`src/rtl/instr_queue.sv`:
```
// Fetch-to-decode decoupling queue: circular buffer taking up to FETCH_WIDTH
// compacted entries per cycle and presenting up to DECODE_WIDTH in program order.
package instr_queue_pkg;
  typedef struct packed {
    logic        valid;
    logic        excp;
    logic [3:0]  excp_num;
    logic [31:0] pc;
    logic [31:0] instr;
  } instr_buffer_info_t;
endpackage

module instr_queue
  import instr_queue_pkg::*;
#(
  parameter int FETCH_WIDTH  = 4,
  parameter int DECODE_WIDTH = 2,
  parameter int DEPTH        = 16
) (
  input  logic                                    clk,
  input  logic                                    rst,
  input  logic                                    flush_i,
  input  logic                                    frontend_valid_i,
  input  instr_buffer_info_t [FETCH_WIDTH-1:0]    frontend_instr_i,
  output logic                                    frontend_ready_o,
  output instr_buffer_info_t [DECODE_WIDTH-1:0]   decode_instr_o,
  output logic [DECODE_WIDTH-1:0]                 decode_valid_o,
  input  logic                                    decode_ready_i,
  output logic [$clog2(DEPTH+1)-1:0]              count_o
);

  localparam int PTR_W = $clog2(DEPTH);
  localparam int CNT_W = $clog2(DEPTH+1);

  instr_buffer_info_t ram [DEPTH];
  logic [PTR_W-1:0]   head, tail;
  logic [CNT_W-1:0]   count;
  logic               push, pop;
  logic [CNT_W-1:0]   push_n, pop_n;
  logic [PTR_W-1:0]   wr_idx [FETCH_WIDTH];
  logic [FETCH_WIDTH-1:0] valid_mask;

  function automatic logic contiguous(input logic [FETCH_WIDTH-1:0] v);
    return (v & (v + FETCH_WIDTH'(1))) == '0;
  endfunction

  // Ready looks only at the registered count, so a same-cycle pop never helps.
  assign frontend_ready_o = !rst && (count <= CNT_W'(DEPTH - FETCH_WIDTH));
  assign push             = frontend_valid_i && frontend_ready_o && !flush_i;
  assign pop              = decode_ready_i && !flush_i;
  assign count_o          = count;

  // Valid slots are packed into consecutive RAM locations starting at tail.
  always_comb begin
    push_n = '0;
    for (int k = 0; k < FETCH_WIDTH; k++) begin
      valid_mask[k] = frontend_instr_i[k].valid;
      wr_idx[k]     = tail + PTR_W'(push_n);
      if (frontend_instr_i[k].valid) push_n = push_n + CNT_W'(1);
    end
  end

  always_comb begin
    pop_n = '0;
    for (int k = 0; k < DECODE_WIDTH; k++) begin
      decode_instr_o[k] = ram[head + PTR_W'(k)];
      decode_valid_o[k] = CNT_W'(k) < count;
      // An exception at the head issues on its own.
      if (k > 0 && ram[head].excp) decode_valid_o[k] = 1'b0;
      if (decode_valid_o[k]) pop_n = pop_n + CNT_W'(1);
    end
  end

  always_ff @(posedge clk) begin
    if (rst || flush_i) begin
      head  <= '0;
      tail  <= '0;
      count <= '0;
    end else begin
      if (push) tail <= tail + PTR_W'(push_n);
      if (pop)  head <= head + PTR_W'(pop_n);
      count <= count + (push ? push_n : CNT_W'(0)) - (pop ? pop_n : CNT_W'(0));
    end
  end

  always_ff @(posedge clk) begin
    if (push) begin
      for (int k = 0; k < FETCH_WIDTH; k++) begin
        if (frontend_instr_i[k].valid) ram[wr_idx[k]] <= frontend_instr_i[k];
      end
    end
  end

  a_contiguous_slots: assert property (@(posedge clk) disable iff (rst)
    frontend_valid_i |-> contiguous(valid_mask));

endmodule

```
`config.mk`:
```
export PLATFORM = sky130hd
export DESIGN_NAME = instr_queue
export DESIGN_NICKNAME = d
export VERILOG_FILES = /design/src/rtl/instr_queue.sv
export SDC_FILE = /design/constraint.sdc
export NUM_CORES = 2
export LEC_CHECK = 0
export BUFFER_PORTS_ARGS = -buffer_cell sky130_fd_sc_hd__buf_2
export CORE_MARGIN = 2
export CORE_UTILIZATION = 23
export CTS_CLUSTER_DIAMETER = 30
export CTS_CLUSTER_SIZE = 25
export DETAILED_ROUTE_END_ITERATION = 10
export PLACE_DENSITY = 0.34
export SLEW_MARGIN = 20
export SYNTH_ARGS = -nofsm -noshare
export SYNTH_HDL_FRONTEND = slang
export SYNTH_SLANG_ARGS = --single-unit
```
`constraint.sdc`:
```
create_clock -name clk -period 10 [get_ports clk]
set_input_delay 2 -clock clk [delete_from_list [all_inputs] [get_ports clk]]
set_output_delay 2 -clock clk [all_outputs]
set_load 0.005 [all_outputs]
```
After elaboration in Yosys (flattened, before gate mapping)
Memory sizes are Yosys's and may differ from the RTL's. A register that Yosys moved wholly into a read port is not among the register bits.
Cells that the tools add are included.
{"block": "word_totals", "ff_bits": 13, "ram_bits": 1120, "input_bits": 285, "output_inout_bits": 148, "elab_cells": 49, "mem_count": 1}
{"block": "op_classes", "addsub": 12, "magnitude_cmp": 3, "muxes": 23, "reduce_logical": 7}
{"memory": "ram", "depth": 16, "word_bits": 70, "rd": 2, "rd_clocked_by_memory_dff": 1, "wr": 4, "line": "35", "rtl": "instr_buffer_info_t ram [DEPTH];"}
{"cell": "$mux 5", "count": 6}
{"cell": "$add 4x4->4", "count": 5}
{"cell": "$add 5x1->5 const B", "count": 4}
{"cell": "$mux 1", "count": 15}
{"cell": "$lt 1x5->1 const A", "count": 2}
{"cell": "$mux 4", "count": 2}
{"cell": "$add 5x5->5", "count": 1}
{"cell": "$le 5x4->1 const B", "count": 1}
{"cell": "$sub 5x5->5", "count": 1}
{"cell": "$add 4x1->4 const B", "count": 1}
{"cell": "$logic_and 1x1->1", "count": 4}
{"cell": "$logic_not 1->1", "count": 2}
{"cell": "$logic_or 1x1->1", "count": 1}

Longest topological paths before layout
{"block": "depth", "depth_word": 10, "mapped_depth": 18, "ltp_nobuf": 16}

Least setup slack after synthesis
No wires, ideal clock.
{"block": "synth_path", "path_kind": "in2reg", "from": "in rst", "to": "mem ram[13][0] (netlist bit) (enable)", "setup_time_ns": 0.595, "t_arrival_ns": 8.256, "required_ns": 9.405, "slack_ns": 1.150, "stages": 6, "path_buffers": 2, "cell_sequence": "nor4b_2 > and2_1 > clkbuf_1 > buf_1 > nand4_1 > o21ai_0"}
{"element": "start, declared", "line": "21", "rtl": "input logic rst,"}
{"element": "end, declared", "line": "35"}

==> out/metrics.csv <==
metric,value,unit
ratio of cells with drive above 1 in the final layout,25.8,%
"Period Utilization, post-route",75.5,%
Util after Layout,28.4,%
Die ar.,377000,um^2
multiplexer share of the synthesized area,31.2,%
final non-filler cell total,12931,
CP Class,in -> reg,
Layout area overhead,22.8,%
Netlist cell types,60,
"critical path fanouts, max",39,
"Async S/R FF share, synth",0,%
# IOs,433,
Leak,40.6,nW
Post-CTS Setup Bufs,0,
adder-cell share of the synthesized area,0.477,%
Max Cap Viol,0,
effective utilization at floorplan,23.1,%
Routability Congestion,0.885,
drt wl/cell,40.1,um
Synth area leaders,"edfxtp_1 (39%), mux4_2 (18%), mux2i_1 (13%), nor2_1 (6.5%), a211oi_1 (5.4%)",
hold buffers post-CTS,0,
Routed Antenna Nets,0,
Mean Syn Cell Area,11.1,um^2
number of global-route vias before repair,76071,
complex-gate fraction of the synthesized area,11.6,%
RSZ-0062 raised after global routing,false,
highest clock rate,132,MHz
Post-Route WL,518000,um
DR iter-0 viols,9672,
CP arrival,8.34,ns
Max-slew headroom,9.88,%
"Net Count, Synth",8037,
Final Critical Period,7.55,ns
Worst Skew,0.0750,ns
clk buf depth,4,
first-pass GRT wire length,692000,um
Yosys top cell area share,39.3,%
FF-to-FF setup slack,4.42,ns
Tot Pwr,21.2,mW
PD cells,202,nW/um^2
via count,76542,
drt first pass iters,8,
Gate Count Post-Synth,7723,
Critical Path RT,10.79,ns
most common cell in the netlist,nor2_1,
Post-synth EDFFs,1120,
CTS H-tree depth,5,
Die Height,614,um
GRT Total Usage,26.7,%
# setup viols final,0,
CTS buffer count,428,
largest net degree at the start of global routing,112,
Clock Sinks,1137,
post-route cell area,105000,um^2
Clock Pin Slew Worst Setup and Hold Paths,0.04,ns
cell taking the most area after synthesis,edfxtp_1,
status,completed,
"Hold Vio Cnt, Final",0,
core area,370000,um^2
Syn. warnings,0,
largest family of logic cells by synthesized area,multiplexers,
hpwl dp,303000,um
Resized cells post-CTS,0,
Setup crit end kind,register,
I/O Buffers,432,
Slew Limit Fails,0,
Synth Area in Simple Gates,11.4,%
HP Class,reg -> reg,
DR vias/cell,5.92,
GRT overflow,0,
Slew @ Worst Pin,1.35,ns
"Seq/Total Area, Yosys",39.7,%
die span in x,614,um
Post-Place Cells,12125,
synthesized cell area,85500,um^2
Residual DRC,0,
most common library cells after synthesis,"nor2_1 (1474), edfxtp_1 (1120), mux2i_1 (1091), clkbuf_1 (780), mux4_2 (700)",
# rows,223,
critical path launch point type,input port,
Synth Register Bits,1137,
CTS root buffer,clkbuf_16,
Peak VDD IR,137,uV
CTS tree,yes,
Clock Latency Late Sink,0.98,ns
Placed Area,91900,um^2
filler cell count,37666,
initial antenna violation count,88,
nets,7919,
XOR/XNOR Fraction of Synth Area,0.154,%
TNS Setup,0,ns
Synth Flop Type,edfxtp_1,
[metal layers]
layer | global-route usage (%) | vias to the layer above | routed length [um]
li1 | - | 30296 | -
met1 | 34.2 | 40137 | 209000
met2 | 42.5 | 4829 | 239000
met3 | 5.48 | 1260 | 42000
met4 | 13.4 | 20 | 28000
met5 | 0 | - | 126
[area by class of cell]
cell class / instances / area (um^2) / area share [%]
multi-input combinational: 5383 / 47700 / 45.4
sequential: 1137 / 34000 / 32.4
clock buffer: 513 / 11100 / 10.5
tap: 4950 / 6190 / 5.90
timing repair buffer: 632 / 3950 / 3.76
clock inverter: 261 / 2050 / 1.95
inverter: 23 / 86.3 / 0.0822
antenna: 32 / 80.1 / 0.0762
[worst max-delay path: stages]
cell	delay, ns
buf_2	0.15
clkinv_1	0.52
ha_1	0.59
xor2_1	0.30
ha_1	0.25
inv_1	0.07
fa_1	0.46
xnor2_1	0.62
nand3b_1	0.70
or4_4	1.09
nand2_4	0.79
buf_4	0.45
o22ai_1	0.14
a21oi_1	0.15
[registers in the layout, summed over array words and instances (netlist names), named ones only]
signal and count:
count_o 5, tail 4, head 4, ram 1120
[report_power, final]
part | switching [mW] | leakage [nW] | internal (mW) | total, mW
Clock | 3.89 | 6.45 | 8.18 | 12.1
Combinational | 2.10 | 23.9 | 1.60 | 3.70
Sequential | 0.101 | 10.2 | 5.35 | 5.45
[stage by stage]
stage,hold slack (ns),worst slack [ns]
2_1_floorplan,0.525,1.15
3_3_place_gp,0.606,1.69
3_5_place_dp,0.604,1.57
4_1_cts,0.617,2.56
5_1_grt,0.649,2.17
6_report,0.622,2.45
[cell usage in the layout, fill, tap and decap left out, drive strengths merged, types with 5 or more instances in the layout]
| cell | count |
|---|---|
| nor2 | 1474 |
| clkbuf | 513 |
| nor2b | 10 |
| or2 | 6 |
| fa | 6 |
| o21ai | 19 |
| a221oi | 412 |
| nand3 | 15 |
| inv | 35 |
| clkinv | 229 |
| and3b | 5 |
| o2111ai | 11 |
| xor2 | 7 |
| a21oi | 90 |
| o22ai | 73 |
| nand2 | 57 |
| nor3 | 635 |
| nand2b | 13 |
| bufinv | 19 |
| and2 | 14 |
| dfxtp | 17 |
| a31oi | 7 |
| or3 | 17 |
| edfxtp | 1120 |
| buf | 632 |
| ha | 23 |
| mux2i | 1091 |
| diode | 32 |
| o32ai | 6 |
| xnor2 | 8 |
| a211oi | 618 |
| mux4 | 700 |
| nand4 | 17 |
| and3 | 8 |
[path summary, 6_finish.rpt]
| check | startpoint | endpoint | cells after the start |
|---|---|---|---|
| max | frontend_instr_i[69] | ram[12][60]$_DFFE_PP_ | 14 |
| min | head[1]$_SDFFE_PP0P_ | register | 2 |
| max reg2reg | tail[0]$_SDFFE_PP0N_ | ram[12][60]$_DFFE_PP_ | 10 |
| min reg2reg | head[1]$_SDFFE_PP0P_ | register | 2 |
[kinds of logic after synthesis]
logic type,after synthesis
xor gates and xnor gates,15
and+or+nand+nor,2287
DFF,1137
adders and majority gates,29
other,1
AOI/OAI and AO/OA,1260
muxes,1791
buffers and inverters,1203
No activity file was read; power rests on OpenSTA's default activity.
